`config.mk`:
```
export PLATFORM = sky130hd
export DESIGN_NAME = wordle_guess_engine
export DESIGN_NICKNAME = d
export VERILOG_FILES = /design/src/rtl/wordle_guess_engine.sv
export SDC_FILE = /design/constraint.sdc
export NUM_CORES = 1
export LEC_CHECK = 0
export BUFFER_PORTS_ARGS = -buffer_cell sky130_fd_sc_hd__buf_4
export CAP_MARGIN = 20
export CORE_UTILIZATION = 62
export CTS_CLUSTER_SIZE = 30
export DETAILED_ROUTE_END_ITERATION = 6
export GPL_TIMING_DRIVEN = 0
export PLACE_DENSITY = 0.81
export SLEW_MARGIN = 20
export SYNTH_ARGS = -nofsm -noshare
export SYNTH_HDL_FRONTEND = slang
export SYNTH_SLANG_ARGS = --single-unit
```
`constraint.sdc`:
```
create_clock -name Clk -period 7 [get_ports Clk]
set_input_delay 1.4 -clock Clk [delete_from_list [all_inputs] [get_ports Clk]]
set_output_delay 1.4 -clock Clk [all_outputs]
set_load 0.05 [all_outputs]
```
`src/rtl/wordle_guess_engine.sv`:
```
// Wordle guess-entry and scoring engine: button-driven letter editing, two-pass
// duplicate-aware scoring against a latched target, and a guess-limited game FSM.
module wordle_guess_engine #(
    parameter int WORD_LEN  = 5,
    parameter int MAX_GUESS = 6
) (
    input  logic                          Clk,
    input  logic                          reset,
    input  logic                          Start,
    input  logic                          Ack,
    input  logic                          U,
    input  logic                          D,
    input  logic                          L,
    input  logic                          R,
    input  logic                          C,
    input  logic [5*WORD_LEN-1:0]         target,
    output logic [5*WORD_LEN-1:0]         cur_guess,
    output logic [$clog2(WORD_LEN)-1:0]   cursor,
    output logic [3:0]                    guess_num,
    output logic [2*WORD_LEN-1:0]         result,
    output logic                          result_valid,
    output logic                          win,
    output logic                          q_I,
    output logic                          q_Entry,
    output logic                          q_Score,
    output logic                          q_Done
);

    localparam int CW = $clog2(WORD_LEN);
    localparam int HW = $clog2(WORD_LEN + 1);
    localparam int SW = $clog2(2 * WORD_LEN + 1);
    localparam logic [CW-1:0] LAST = CW'(WORD_LEN - 1);

    typedef enum logic [1:0] {S_INIT, S_ENTRY, S_SCORE, S_DONE} state_t;
    state_t state, state_nxt;

    logic [5*WORD_LEN-1:0] tgt;
    logic [HW-1:0]         hist [26];
    logic [WORD_LEN-1:0]   green;
    logic [2*WORD_LEN-1:0] res_work;
    logic [SW-1:0]         step;

    logic          pass1, pass2, fin;
    logic [CW-1:0] idx;
    logic [4:0]    g_let, t_let, e_let;
    logic [3:0]    gnum_inc;
    logic          all_green, last_guess;

    // step 0..W-1 is pass 1, W..2W-1 is pass 2, 2W publishes the score
    assign pass1      = step < SW'(WORD_LEN);
    assign pass2      = !pass1 && (step < SW'(2 * WORD_LEN));
    assign fin        = step == SW'(2 * WORD_LEN);
    assign idx        = pass1 ? CW'(step) : CW'(step - SW'(WORD_LEN));
    assign g_let      = cur_guess[5*idx +: 5];
    assign t_let      = tgt[5*idx +: 5];
    assign e_let      = cur_guess[5*cursor +: 5];
    assign gnum_inc   = guess_num + 4'd1;
    assign all_green  = &green;
    assign last_guess = gnum_inc == 4'(MAX_GUESS);

    assign q_I     = state == S_INIT;
    assign q_Entry = state == S_ENTRY;
    assign q_Score = state == S_SCORE;
    assign q_Done  = state == S_DONE;

    always_ff @(posedge Clk or posedge reset) begin
        if (reset) state <= S_INIT;
        else       state <= state_nxt;
    end

    always_comb begin
        state_nxt = state;
        case (state)
            S_INIT:  if (Start) state_nxt = S_ENTRY;
            S_ENTRY: if (C) state_nxt = S_SCORE;
            S_SCORE: if (fin) state_nxt = (all_green || last_guess) ? S_DONE : S_ENTRY;
            S_DONE:  if (Ack) state_nxt = S_INIT;
            default: state_nxt = S_INIT;
        endcase
    end

    always_ff @(posedge Clk or posedge reset) begin
        if (reset) begin
            tgt          <= '0;
            cur_guess    <= '0;
            cursor       <= '0;
            guess_num    <= '0;
            result       <= '0;
            result_valid <= 1'b0;
            win          <= 1'b0;
            green        <= '0;
            res_work     <= '0;
            step         <= '0;
            for (int k = 0; k < 26; k++) hist[k] <= '0;
        end else begin
            result_valid <= 1'b0;
            case (state)
                S_INIT: begin
                    if (Start) begin
                        tgt       <= target;
                        cur_guess <= '0;
                        cursor    <= '0;
                        guess_num <= '0;
                        result    <= '0;
                        win       <= 1'b0;
                    end
                end
                S_ENTRY: begin
                    if (C) begin
                        step     <= '0;
                        green    <= '0;
                        res_work <= '0;
                        for (int k = 0; k < 26; k++) hist[k] <= '0;
                    end else if (U) begin
                        cur_guess[5*cursor +: 5] <= (e_let == 5'd25) ? 5'd0 : e_let + 5'd1;
                    end else if (D) begin
                        cur_guess[5*cursor +: 5] <= (e_let == 5'd0) ? 5'd25 : e_let - 5'd1;
                    end else if (L) begin
                        if (cursor != '0) cursor <= cursor - 1'b1;
                    end else if (R) begin
                        if (cursor != LAST) cursor <= cursor + 1'b1;
                    end
                end
                S_SCORE: begin
                    step <= step + 1'b1;
                    if (pass1) begin
                        if (g_let == t_let) begin
                            green[idx]         <= 1'b1;
                            res_work[2*idx +: 2] <= 2'b10;
                        end else if (t_let < 5'd26) begin
                            hist[t_let] <= hist[t_let] + 1'b1;
                        end
                    end else if (pass2) begin
                        // gray is the cleared default, so only yellow needs writing
                        if (!green[idx] && g_let < 5'd26 && hist[g_let] != '0) begin
                            res_work[2*idx +: 2] <= 2'b01;
                            hist[g_let]          <= hist[g_let] - 1'b1;
                        end
                    end else if (fin) begin
                        result       <= res_work;
                        result_valid <= 1'b1;
                        guess_num    <= gnum_inc;
                        if (all_green) begin
                            win <= 1'b1;
                        end else if (!last_guess) begin
                            cur_guess <= '0;
                            cursor    <= '0;
                        end
                    end
                end
                default: ;
            endcase
        end
    end

endmodule

```
[After elaboration in Yosys (flattened, before gate mapping)]
Cells that the tools add are included.
Word-level totals
  register bits: 168
  bits in latches: 0
  bits in writable memories: 0
  ROM bits: 0
  bits of input ports: 34
  output and inout bits: 48
  memories: 0
Operators by class
  add/sub/neg operators: 11
  $mul: 2
  divide/modulo/power cells: 0
  magnitude comparators: 10
  eq/ne operators: 31
  shift operators: 9
  muxes and demuxes: 92
  bitwise logic cells: 3
  reduce and logical (&&, ||, !) cells: 27
Operators by type and width (number)
  2-to-1 mux 78 bit: 6
  2-to-1 mux 25 bit: 9
  bitwise mux 78 bit: 2
  one-hot mux 78 bit (2 select lines): 1
  2-to-1 mux 10 bit: 9
  one-hot mux 25 bit (3 select lines): 1
  variable part select 25 x 7 -> 5 bit: 3
  variable part select 2 x 34 -> 10 bit, first input constant: 2
  variable part select 5 x 34 -> 25 bit: 2
  2-to-1 mux 3 bit: 20
  bitwise mux 25 bit: 2
  one-hot mux 10 bit (2 select lines): 2
  negation 4 -> 34 bit: 1
  negation 6 -> 34 bit: 1
  variable shift 2 x 34 -> 10 bit, first input constant: 1
  variable shift 5 x 34 -> 25 bit, first input constant: 1
  binary-select mux 3 bit (select 5 bit): 2
  demux 3 bit (select 5 bit): 2
  2-to-1 mux 5 bit: 5
  bitwise mux 10 bit: 2
  2-to-1 mux 4 bit: 5
  inequality test 2 bit, second input constant: 10
  one-hot mux 4 bit (2 select lines): 2
  AND reduction 5 bit: 3
  46 further kinds: 91

[Depth between registers and ports, before layout]
  word-level depth: 14
  mapped depth: 25
  mapped depth without buffers: 17

[Least setup slack after synthesis]
Ideal clock, no wire load.
  path type: register -> register
  start: register step[1]
  end: register hist[32] (netlist name)
  arrival: 4.785 ns
  data required time: 6.873 ns
  setup slack: 2.088 ns
  stages on the path, launching flop included: 21
  clock period less this slack: 4.912 ns
  path through: dfrtp_1 -> buf_2 -> inv_1 -> ha_1 -> buf_2 -> and3b_1 -> o21ai_1 -> a21oi_1 -> nor3_2 -> and2_0 -> buf_2 -> buf_2 -> mux2_2 -> a211oi_4 -> nand3_2 -> buf_2 -> ha_1 -> xnor2_2 -> clkbuf_1 -> o32ai_1 -> mux2_1
On the way
  cells in the longest elaborated chain, start to end: 14
  elaborated cells between the ends (all ways): 51
Ends and longest elaborated chain
  start: declaration: RTL line 41  | logic [SW-1:0] step;
  start signal: assignment: RTL line 125  | step <= step + 1'b1;
  less-than comparator 4 x 3 -> 1 bit / subtractor 3 bit (equally long branches): RTL line 50, 53
  2-to-1 mux 3 bit: RTL line 53  | assign idx = pass1 ? CW'(step) : CW'(step - SW'(WORD_LEN));
  multiplier 3 x 3 -> 6 bit: RTL line 54, 55
  variable part select 25 x 7 -> 5 bit, on equally long branches: RTL line 54, 55
  inverter 5 -> 6 bit, on equally long branches: RTL line 135, 137, 131
  binary-select mux 3 bit (select 5 bit) (tied with other cells): RTL line 135, 137
  2-to-1 mux 3 bit (implied by the code) (tied with other cells): RTL line 135, 137
  2-to-1 mux 3 bit, on equally long branches: RTL line 135, 137, 131
  subtractor 3 x 1 -> 3 bit (tied with other cells): RTL line 137  | hist[g_let] <= hist[g_let] - 1'b1;
  bitwise mux 78 bit, on equally long branches: RTL line 137, 131
  2-to-1 mux 78 bit, on equally long branches: RTL line 135, 130
  2-to-1 mux 78 bit, on equally long branches: RTL line 133, 127
  2-to-1 mux 78 bit: RTL line 126  | if (pass1) begin
  one-hot mux 78 bit (2 select lines): RTL line 97  | case (state)
  end signal: indexed assignment: RTL line 131  | hist[t_let] <= hist[t_let] + 1'b1;
  end signal: indexed assignment: RTL line 137
  end: declaration: RTL line 38  | logic [HW-1:0] hist [26];
Several ways; a longest one is shown, not always the timed one. The select of a mux whose other input is x is not followed.
A chain may end at the register's enable or synchronous reset.

[Worst setup path after layout]
  start: register step[1]
  end: register hist[28] (netlist name)
Same word-level chain as after synthesis.

==> run_results.csv <==
group,metric,value,unit
place,gp_congestion,1.07,
setup_path,end_kind,"register",
sta,rsz0062_at_grt,"no",
layout,fin_nets,1505,
cts,cts_buffers,17,
sta,finalHoldViolCount,0,
sta,post-route-min-period,7.07,ns
sta,slew_viol_final,0,
drt,num_vias,12722,
sta,max_freq,141,MHz
logic_synthesis,async_reset_ff_frac,1.00,
logic_synthesis,syn_area_per_cell,8.75,sq um
run_status,violations,"DRC, setup timing",
setup_path,r2r_slack,-0.07,ns
sta,finalSetupViolCount,6,
setup_path,ff2ff_path_depth,20,
drt,drtAntennaViolNets,0,
setup_path,reg2reg_to,"hist[28]",
cts,cts_root_buf,"clkbuf_16",
sta,timing.hold.ws,0.491,ns
sta,skew,0.0156,ns
floorplan,ioPinCount,82,
logic_synthesis,syn_inst,1340,
logic_synthesis,synth_warnings,0,
cts,tritoncts,"done",
layout,multi_input_area,0.00704,sq mm
setup_path,r2r-start,"step[1]",
grt,grt_pass1_vias,11910,
place,io_buffers,81,
grt,gr-usage-all-layers,0.477,
logic_synthesis,synth_top_area_cell,"dfrtp_1",
logic_synthesis,netlist_area,0.0117,sq mm
layout,area_growth,14.0,%
setup_path,cp.required,7.33,ns
grt,grt_max_degree,92,
cts,htree_levels,4,
drt,route.detailed.wl_per_inst,27.2,um
logic_synthesis,synth_edf_count,0,
floorplan,die_h,140,um
drt,routed_via_density,7.54,
worst_hold_path,hp-class,"reg -> reg",
floorplan,rows,49,
drt,drt_wl_total,45900,um
grt,grt_pass1_wl,69700,um
sta,setup_tns,-0.233,ns
layout,fillers,1346,
floorplan,initial_core_util,0.642,
logic_synthesis,synthFlopType,"dfrtp_1",
drt,drt_iter0_drc,1920,
place,hpwl,33300,um
drt,drc,6,
cts,clock_latency,0.45,ns
grt,grt_overflow,0,
grt,antenna_found_initial,1,
cts,clockBufferDepth,2,
drt,firstDrtPassIters,7,
logic_synthesis,netlist_top_cells_count,"226 x nand2_1, 168 x dfrtp_1, 95 x o21ai_0",
setup_path,worstSetupStartpoint,"step[1]",
setup_path,startpoint_type,"register",
job,max_cap_violations,0,
logic_synthesis,synth_fp_nets,1400,
logic_synthesis,synth_area_leaders,"dfrtp_1 36%, mux2_2 8.0%, nand2_1 7.2%",
cts,clock-sinks,168,
setup_path,critical_path_class,"reg -> reg",
cts,holdBufCountCts,0,
logic_synthesis,ys_seq_elements,168,
setup_path,arrival,7.40,ns
sta,max_slew_margin,0.175,
setup_path,crit_fanout,11,
layout,regArea,0.00420,sq mm
floorplan,coreArea,0.0183,sq mm
logic_synthesis,synth.most_common_cell,"nand2_1",
floorplan,die_x,140,um
layout,n_antenna_cell,0,
cts,clk_pin_slew,0.07,ns
floorplan,dieArea,0.0195,sq mm
sta,max_slew.worst_pin.slew,1.23,ns
layout,layout-drive-gt1-share,0.192,
logic_synthesis,ys_types,89,
run_status,status,"finished with violations",
logic_synthesis,yosysSeqAreaShare,0.358,
sta,setup_slack,-0.0683,ns
setup_path,crit_path_end,"hist[28]",
logic_synthesis,synthDominantCellAreaShare,0.358,
sta,period_share,1.01,
==> worst max-delay path: stages (launching register included) <==
cell and delay, ns:
dfrtp_1 0.42, buf_2 0.21, inv_1 0.19, ha_1 0.17, buf_2 0.19, nand2b_1 0.31, a21boi_0 0.20, nor2_1 0.41
o221ai_1 0.47, nor2_2 0.52, buf_2 0.42, mux2i_1 0.14, mux2i_1 0.20, o22a_1 0.56, nand3_2 0.41, buf_2 0.34
ha_1 0.31, buf_1 0.41, clkbuf_1 0.53, o22ai_1 0.23, mux2_2 0.31
==> per-layer routing <==
layer / part of all wire / up-vias / GRT usage
met5: 0.00028 / - / 0
met4: 0.052 / 2 / 0.203
met3: 0.16 / 288 / 0.175
met2: 0.41 / 1199 / 0.684
met1: 0.38 / 5994 / 0.647
li1: - / 5239 / -
==> flip-flops by register name, summed over array words and instances, names as in the netlist, 3 cells and up <==
name	count
green	5
cur_guess	25
res_work	10
step	4
hist	78
guess_num	4
cursor	3
result	10
tgt	25
==> logic make-up (layout without fill, tap and decap cells) <==
| logic type | after synthesis | count (layout) | share of synthesized area |
|---|---|---|---|
| compound gates | 396 | 396 | 0.234 |
| xor+xnor | 16 | 16 | 0.0132 |
| fa+ha+maj | 26 | 26 | 0.0284 |
| buf+inv | 121 | 239 | 0.0451 |
| flops | 168 | 168 | 0.358 |
| mux | 138 | 138 | 0.135 |
| simple gates | 475 | 475 | 0.186 |
==> layout make-up <==
type,count,area share
multi-input combinational,1051,0.526
sequential,168,0.314
timing repair buffer,87,0.0513
clock buffer,18,0.0329
buffer,85,0.0299
tap,229,0.0214
clock inverter,14,0.0133
inverter,35,0.0104
==> repair_timing <==
action | 4_1_cts | 5_1_grt
buffers inserted | 0 | 3
gates resized for setup | 0 | 11
endpoints found under the setup margin | 0 | 67
==> cell usage in the layout, fill, tap and decap left out, types with 8 or more instances in the layout <==
cell and instances:
nand2_1 226, dfrtp_1 168, o21ai_0 95, buf_4 90, mux2_2 83, nor2_1 74
nand3_1 63, a21oi_1 60, clkbuf_1 45, mux2i_1 38, o22ai_1 34, inv_1 31
o221ai_1 29, nor3_1 27, o32ai_1 26, ha_1 25, buf_2 21, a31oi_1 21
a21o_1 19, clkbuf_16 17, a32oi_1 14, nand2b_1 10, a22o_1 10, mux2_1 10
nand4_1 9, xnor2_1 9, a22oi_1 9, o2111ai_1 8
==> worst min-delay path by stage <==
stage,to,depth (start not counted),start,slack (ns)
3_3_place_gp,result[6],2,result[6],0.46
3_5_place_dp,result[1],2,result[1],0.48
4_1_cts,result[1],2,result[1],0.50
6_report,result[1],2,result[1],0.49
5_1_grt,result[1],2,result[1],0.52
2_1_floorplan,res_work[9],2,res_work[9],0.46
==> through the flow <==
stage / std cells / instance area, sq um / setup WS [ns] / utilization
finish: 1687 / 13400 / -0.0683 / 0.732
global route: 1687 / 13400 / 0.0259 / 0.732
CTS: 1685 / 13300 / 0.104 / 0.728
detailed placement: 1653 / 12700 / 0.103 / 0.695
global placement: 1650 / 12600 / -0.733 / 0.691
floorplan: 1340 / 11700 / 1.05 / -
Power is left out: the tool's default activity adds up to more than one toggle a clock period on the data nets, which glitch-free logic cannot reach.
